## src/rtl/cntr8_arb_ctrl.sv

```systemverilog
// Two-client round-robin command controller driving a shared loadable up-counter.
// Optional INC saturation at all-ones is enabled by defining CNTR8_ARB_CTRL_SAT_EN.
module cntr8_arb_ctrl #(
    parameter int WIDTH = 8
) (
    input  logic             clk,
    input  logic             reset,
    input  logic [1:0]       req,
    input  logic [1:0]       op0,
    input  logic [1:0]       op1,
    input  logic [WIDTH-1:0] data0,
    input  logic [WIDTH-1:0] data1,
    input  logic [WIDTH-1:0] cnt_q,
    output logic             cnt_load,
    output logic             cnt_inc,
    output logic [WIDTH-1:0] cnt_d,
    output logic [1:0]       gnt,
    output logic             busy,
    output logic             done,
    output logic [WIDTH-1:0] rdata,
    output logic             sat
);

`ifdef CNTR8_ARB_CTRL_SAT_EN
    localparam bit SAT_EN = 1'b1;
`else
    localparam bit SAT_EN = 1'b0;
`endif

    typedef enum logic [1:0] {IDLE, EXEC, SETTLE, DONE} state_t;
    typedef enum logic [1:0] {OP_LOAD = 2'b00, OP_INC = 2'b01, OP_READ = 2'b10, OP_CLEAR = 2'b11} op_t;
    typedef struct packed {
        op_t              op;
        logic [WIDTH-1:0] data;
    } cmd_t;

    state_t           state;
    cmd_t             cmd;
    cmd_t             sel_cmd;
    logic [WIDTH-1:0] rem;
    logic             last;
    logic             pick;
    logic             sat_hit;
    logic [WIDTH:0]   next_val;
    logic             at_top;

    assign busy = (state != IDLE);

    always_comb begin
        pick    = (req == 2'b11) ? ~last : req[1];
        sel_cmd = pick ? cmd_t'{op_t'(op1), data1} : cmd_t'{op_t'(op0), data0};
    end

    // Value the counter will hold once the strobe issued this cycle lands.
    always_comb begin
        next_val = {1'b0, cnt_q} + {{WIDTH{1'b0}}, cnt_inc};
        at_top   = SAT_EN && (next_val == {1'b0, {WIDTH{1'b1}}});
    end

    always_ff @(posedge clk) begin
        if (reset) begin
            state    <= IDLE;
            cmd      <= '0;
            rem      <= '0;
            last     <= 1'b1;
            gnt      <= 2'b00;
            cnt_load <= 1'b0;
            cnt_inc  <= 1'b0;
            cnt_d    <= '0;
            done     <= 1'b0;
            rdata    <= '0;
            sat      <= 1'b0;
            sat_hit  <= 1'b0;
        end else begin
            cnt_load <= 1'b0;
            cnt_inc  <= 1'b0;
            done     <= 1'b0;
            case (state)
                IDLE: if (req != 2'b00) begin
                    cmd   <= sel_cmd;
                    gnt   <= pick ? 2'b10 : 2'b01;
                    state <= EXEC;
                    case (sel_cmd.op)
                        OP_LOAD: begin
                            cnt_load <= 1'b1;
                            cnt_d    <= sel_cmd.data;
                        end
                        OP_CLEAR: begin
                            cnt_load <= 1'b1;
                            cnt_d    <= '0;
                        end
                        OP_INC: if (sel_cmd.data != '0) begin
                            if (at_top) sat_hit <= 1'b1;
                            else begin
                                cnt_inc <= 1'b1;
                                rem     <= sel_cmd.data;
                            end
                        end
                        default: ;
                    endcase
                end
                // rem counts pulses still owed including the one on the bus now.
                EXEC: if (cmd.op == OP_INC && rem > WIDTH'(1)) begin
                    if (at_top) begin
                        sat_hit <= 1'b1;
                        rem     <= '0;
                        state   <= SETTLE;
                    end else begin
                        cnt_inc <= 1'b1;
                        rem     <= rem - WIDTH'(1);
                    end
                end else begin
                    rem   <= '0;
                    state <= SETTLE;
                end
                SETTLE: begin
                    rdata <= cnt_q;
                    done  <= 1'b1;
                    sat   <= sat_hit;
                    state <= DONE;
                end
                DONE: begin
                    gnt     <= 2'b00;
                    last    <= gnt[1];
                    sat     <= 1'b0;
                    sat_hit <= 1'b0;
                    state   <= IDLE;
                end
                default: state <= IDLE;
            endcase
        end
    end

endmodule

```

## config.mk

```make
export PLATFORM = sky130hd
export DESIGN_NAME = cntr8_arb_ctrl
export DESIGN_NICKNAME = d
export VERILOG_FILES = /design/src/rtl/cntr8_arb_ctrl.sv
export SDC_FILE = /design/constraint.sdc
export NUM_CORES = 1
export LEC_CHECK = 0
export CAP_MARGIN = 20
export CORE_UTILIZATION = 47
export DETAILED_ROUTE_END_ITERATION = 10
export PLACE_DENSITY = 0.84
export SYNTH_ARGS = -nofsm -noshare
export SYNTH_HDL_FRONTEND = slang
export SYNTH_SLANG_ARGS = --single-unit
```

## constraint.sdc

```tcl
create_clock -name clk -period 3.2 [get_ports clk]
set_input_delay 0.64 -clock clk [delete_from_list [all_inputs] [get_ports clk]]
set_output_delay 0.64 -clock clk [all_outputs]
set_load 0.005 [all_outputs]
```

==> results.toml <==
[floorplanning]
num_io_pins = 55
design.core.area_um2 = 3716
die_h_um = 64.56
fp-row-count = 22
die_area_um2 = 4167
fp.dieW_um = 64.56
start_util_pct = 49.49

[grt]
grt.busiest_layer = "met2"
grt_use_met1_pct = 30.25
grt_use_total_pct = 25.94
grt_pass1_vias = 1741
use_met3_pct = 6.338
grt-ovfl-total = 0
use_met2_pct = 44.47
grt_pass1_wl_um = 8148
antenna_found_initial = 0
grt_max_degree = 23

[pwr]
p_clk_share_pct = 23.5
power.switching_mw = 0.7564
vdd_drop_max_mv = 0.3969
p_sw_share_pct = 36.00
pwr-share-seq_pct = 30.1
internal_power_mw = 1.345
power_leakage_nw = 0.9918
powerDensity_nw_per_um2 = 817.6
power_frac_comb_pct = 46.4
finalPower_mw = 2.101

[sta]
worst_pin_slew_ns = 0.8032
setup_viol = 0
min_period_over_period_pct = 88.98
skew_ns = 0.003791
min_period_ns = 2.847
fin_tns_setup_ns = 0
rsz0062_at_grt = "false"
finalHoldViolCount = 0
relSlewSlack_pct = 46.28
slew_violations = 0
whs_ns = 0.4579
fmax_ghz = 0.3512

[clocking]
clock_sinks = 34
htreeDepth = 2
clk_path_buf_depth = 2
cts_tree = "yes"
cts_resized = 0
clk_pin_slew_worst_paths_ns = 0.07
clk_latency_ns = 0.29
numCtsBuffers = 5
holdBufCountCts = 0
clockRootBuffer = "clkbuf_8"
cts_setup_buffers = 0

[routing]
avgRoutedWirePerCell_um = 16.02
drt_iter0_drc = 60
num_vias = 1730
route.detailed.drc = 0
dr.pass1.iters = 4
wirelength_um = 4853
ant_nets = 0
vias_per_cell = 5.710

[critical_path]
reg2reg_slack_ns = 1.02
critPathTopFamily = "compound AO/OA/AOI/OAI gates"
crit_type = "in -> reg"
r2r-end = "rem[6]"
timing.rr.start = "last"
startpoint_type = "input pin"
worstPathArrival_ns = 3.03
crit_path_cell_trace = "clkdlybuf4s50_1, a21boi_1, mux2i_1, ha_1, o211ai_1, a211oi_1, nor3_1, buf_4, o32ai_1"
cp-end-kind = "register"
critPathRequiredTime_ns = 3.39
cpPeakStageDelay_ns = 0.58
crit_slowest_cell = "clkdlybuf4s50_1"
worst-path-max-fanout = 7
path_buf_inv = 2
rr_worst_depth = 8

[cells_and_area]
syn_to_final_growth_pct = 39.73
drive_gt1_share_pct = 12.16
finalNonFillerCells = 303
stdcell_area_um2 = 2570
diodes = 0
nFillCells = 317
fin_nets = 294

[synth]
syn_avg_cell_area_um2 = 9.289
synth_top_area_share_pct = 37.01
yosysWarnings = 0
synth-seq-cells = 34
synth_edf_count = 0
async_flop_share_pct = 0
synth_most_common_cell = "dfxtp_1"
netlist_instances = 198
ys.flop_type = "dfxtp_1"
synth_area_leaders = "dfxtp_1 37%, mux2i_1 7.6%, ha_1 5.4%"
synthTopCellsByCount = "34 x dfxtp_1, 22 x nor2_1, 14 x mux2i_1"
ys_types = 50
netlist_area_um2 = 1839
syn-num-nets = 238
synth_area_leader_cell = "dfxtp_1"
yosysSeqAreaShare_pct = 37.01

[min_path]
whs_path_depth = 2
min-delay-start = "cnt_d[1]"
min_to = "cnt_d[1]"
hold_path_class = "reg -> reg"

[flow_run]
cap_violations = 0

[placed_design]
routabilityCongestion = 0.9924
port_buffers = 53
dpl_cell_area_um2 = 2427
place_inst = 295
hpwl_um = 3563

[run_status]
status = "complete, no violations"
## metrics by stage
step	util, %	setup slack (ns)
after floorplan	-	0.6376
after global placement	65.32	0.2728
after detailed placement	65.32	0.09640
after CTS	69.16	0.3898
after global routing	69.16	0.2132
final	69.16	0.3526
## sequential cells by signal, summed over array words and instances (netlist names)
signal and flops:
cnt_d 8, rdata 8, rem 8, cmd 2, gnt 2, state 2, cnt_inc 1, cnt_load 1
done 1, last 1
## power groups by stage
stage / combinational [mW] / sequential (mW) / clock (mW)
2_1_floorplan: 0.666 / 0.623 / 0
3_3_place_gp: 0.943 / 0.633 / 0
3_5_place_dp: 0.963 / 0.636 / 0
4_1_cts: 0.971 / 0.629 / 0.502
5_1_grt: 1.07 / 0.646 / 0.523
6_report: 0.975 / 0.632 / 0.494
## tightest hold or removal path, cell delays in order (launching register included)
cell and delay, ns:
dfxtp_1 0.31, nand2_1 0.05, a21oi_1 0.05
## routing by layer
| layer | vias to the layer above | wire length (um) |
|---|---|---|
| met2 | 72 | 2346 |
| met5 | - | 0 |
| li1 | 843 | - |
| met4 | 0 | 127 |
| met3 | 12 | 300 |
| met1 | 803 | 2079 |
## cells by family (layout without fill, tap and decap cells)
logic type	Yosys count	count (layout)	share of synthesized area, %
buf+inv	21	78	5.035
other cells	1	1	0.2039
simple gates	62	62	17.76
fa+ha+maj	8	8	5.442
compound gates	52	52	23.54
xor+xnor	2	2	0.9526
mux	18	18	10.07
flops	34	34	37.01
## area by class of cell
class | count | area, um2 | share of cell area (%)
clock inverters | 2 | 60.06 | 2.337
inverters | 10 | 37.54 | 1.461
repair buffers | 60 | 583.1 | 22.69
well taps | 48 | 60.06 | 2.337
multi-input cells | 143 | 1066 | 41.48
clock buffers | 6 | 82.58 | 3.213
flip-flops and latches | 34 | 680.7 | 26.48
## how the worst max path moves through the flow
stage	depth (start not counted)	to	startpoint	slack (ns)
6_report	9	rem[6]	req[1]	0.35
5_1_grt	9	rem[7]	req[1]	0.21
2_1_floorplan	7	rem[7]	req[1]	0.64
4_1_cts	9	rem[6]	req[1]	0.39
3_5_place_dp	9	rem[6]	req[1]	0.1
3_3_place_gp	9	rem[7]	req[1]	0.27
## placed cells by master (no fill, tap or decap), drive strengths merged, types with 2 or more instances in the layout
cell and count:
a211o 2, a211oi 7, a21oi 7, a22oi 6, a2bb2oi 2, a32oi 4, buf 7, bufinv 2
clkbuf 6, clkdlybuf4s50 53, dfxtp 34, ha 8, inv 10, mux2 4, mux2i 14, nand2 6
nand2b 8, nand3 3, nor2 22, nor2b 2, nor3 4, nor4 7, o211a 2, o211ai 2
o21ai 4, o31a 2, o32a 2, o32ai 3, or4 4, xor2 2
No activity file was read; power rests on OpenSTA's default activity.
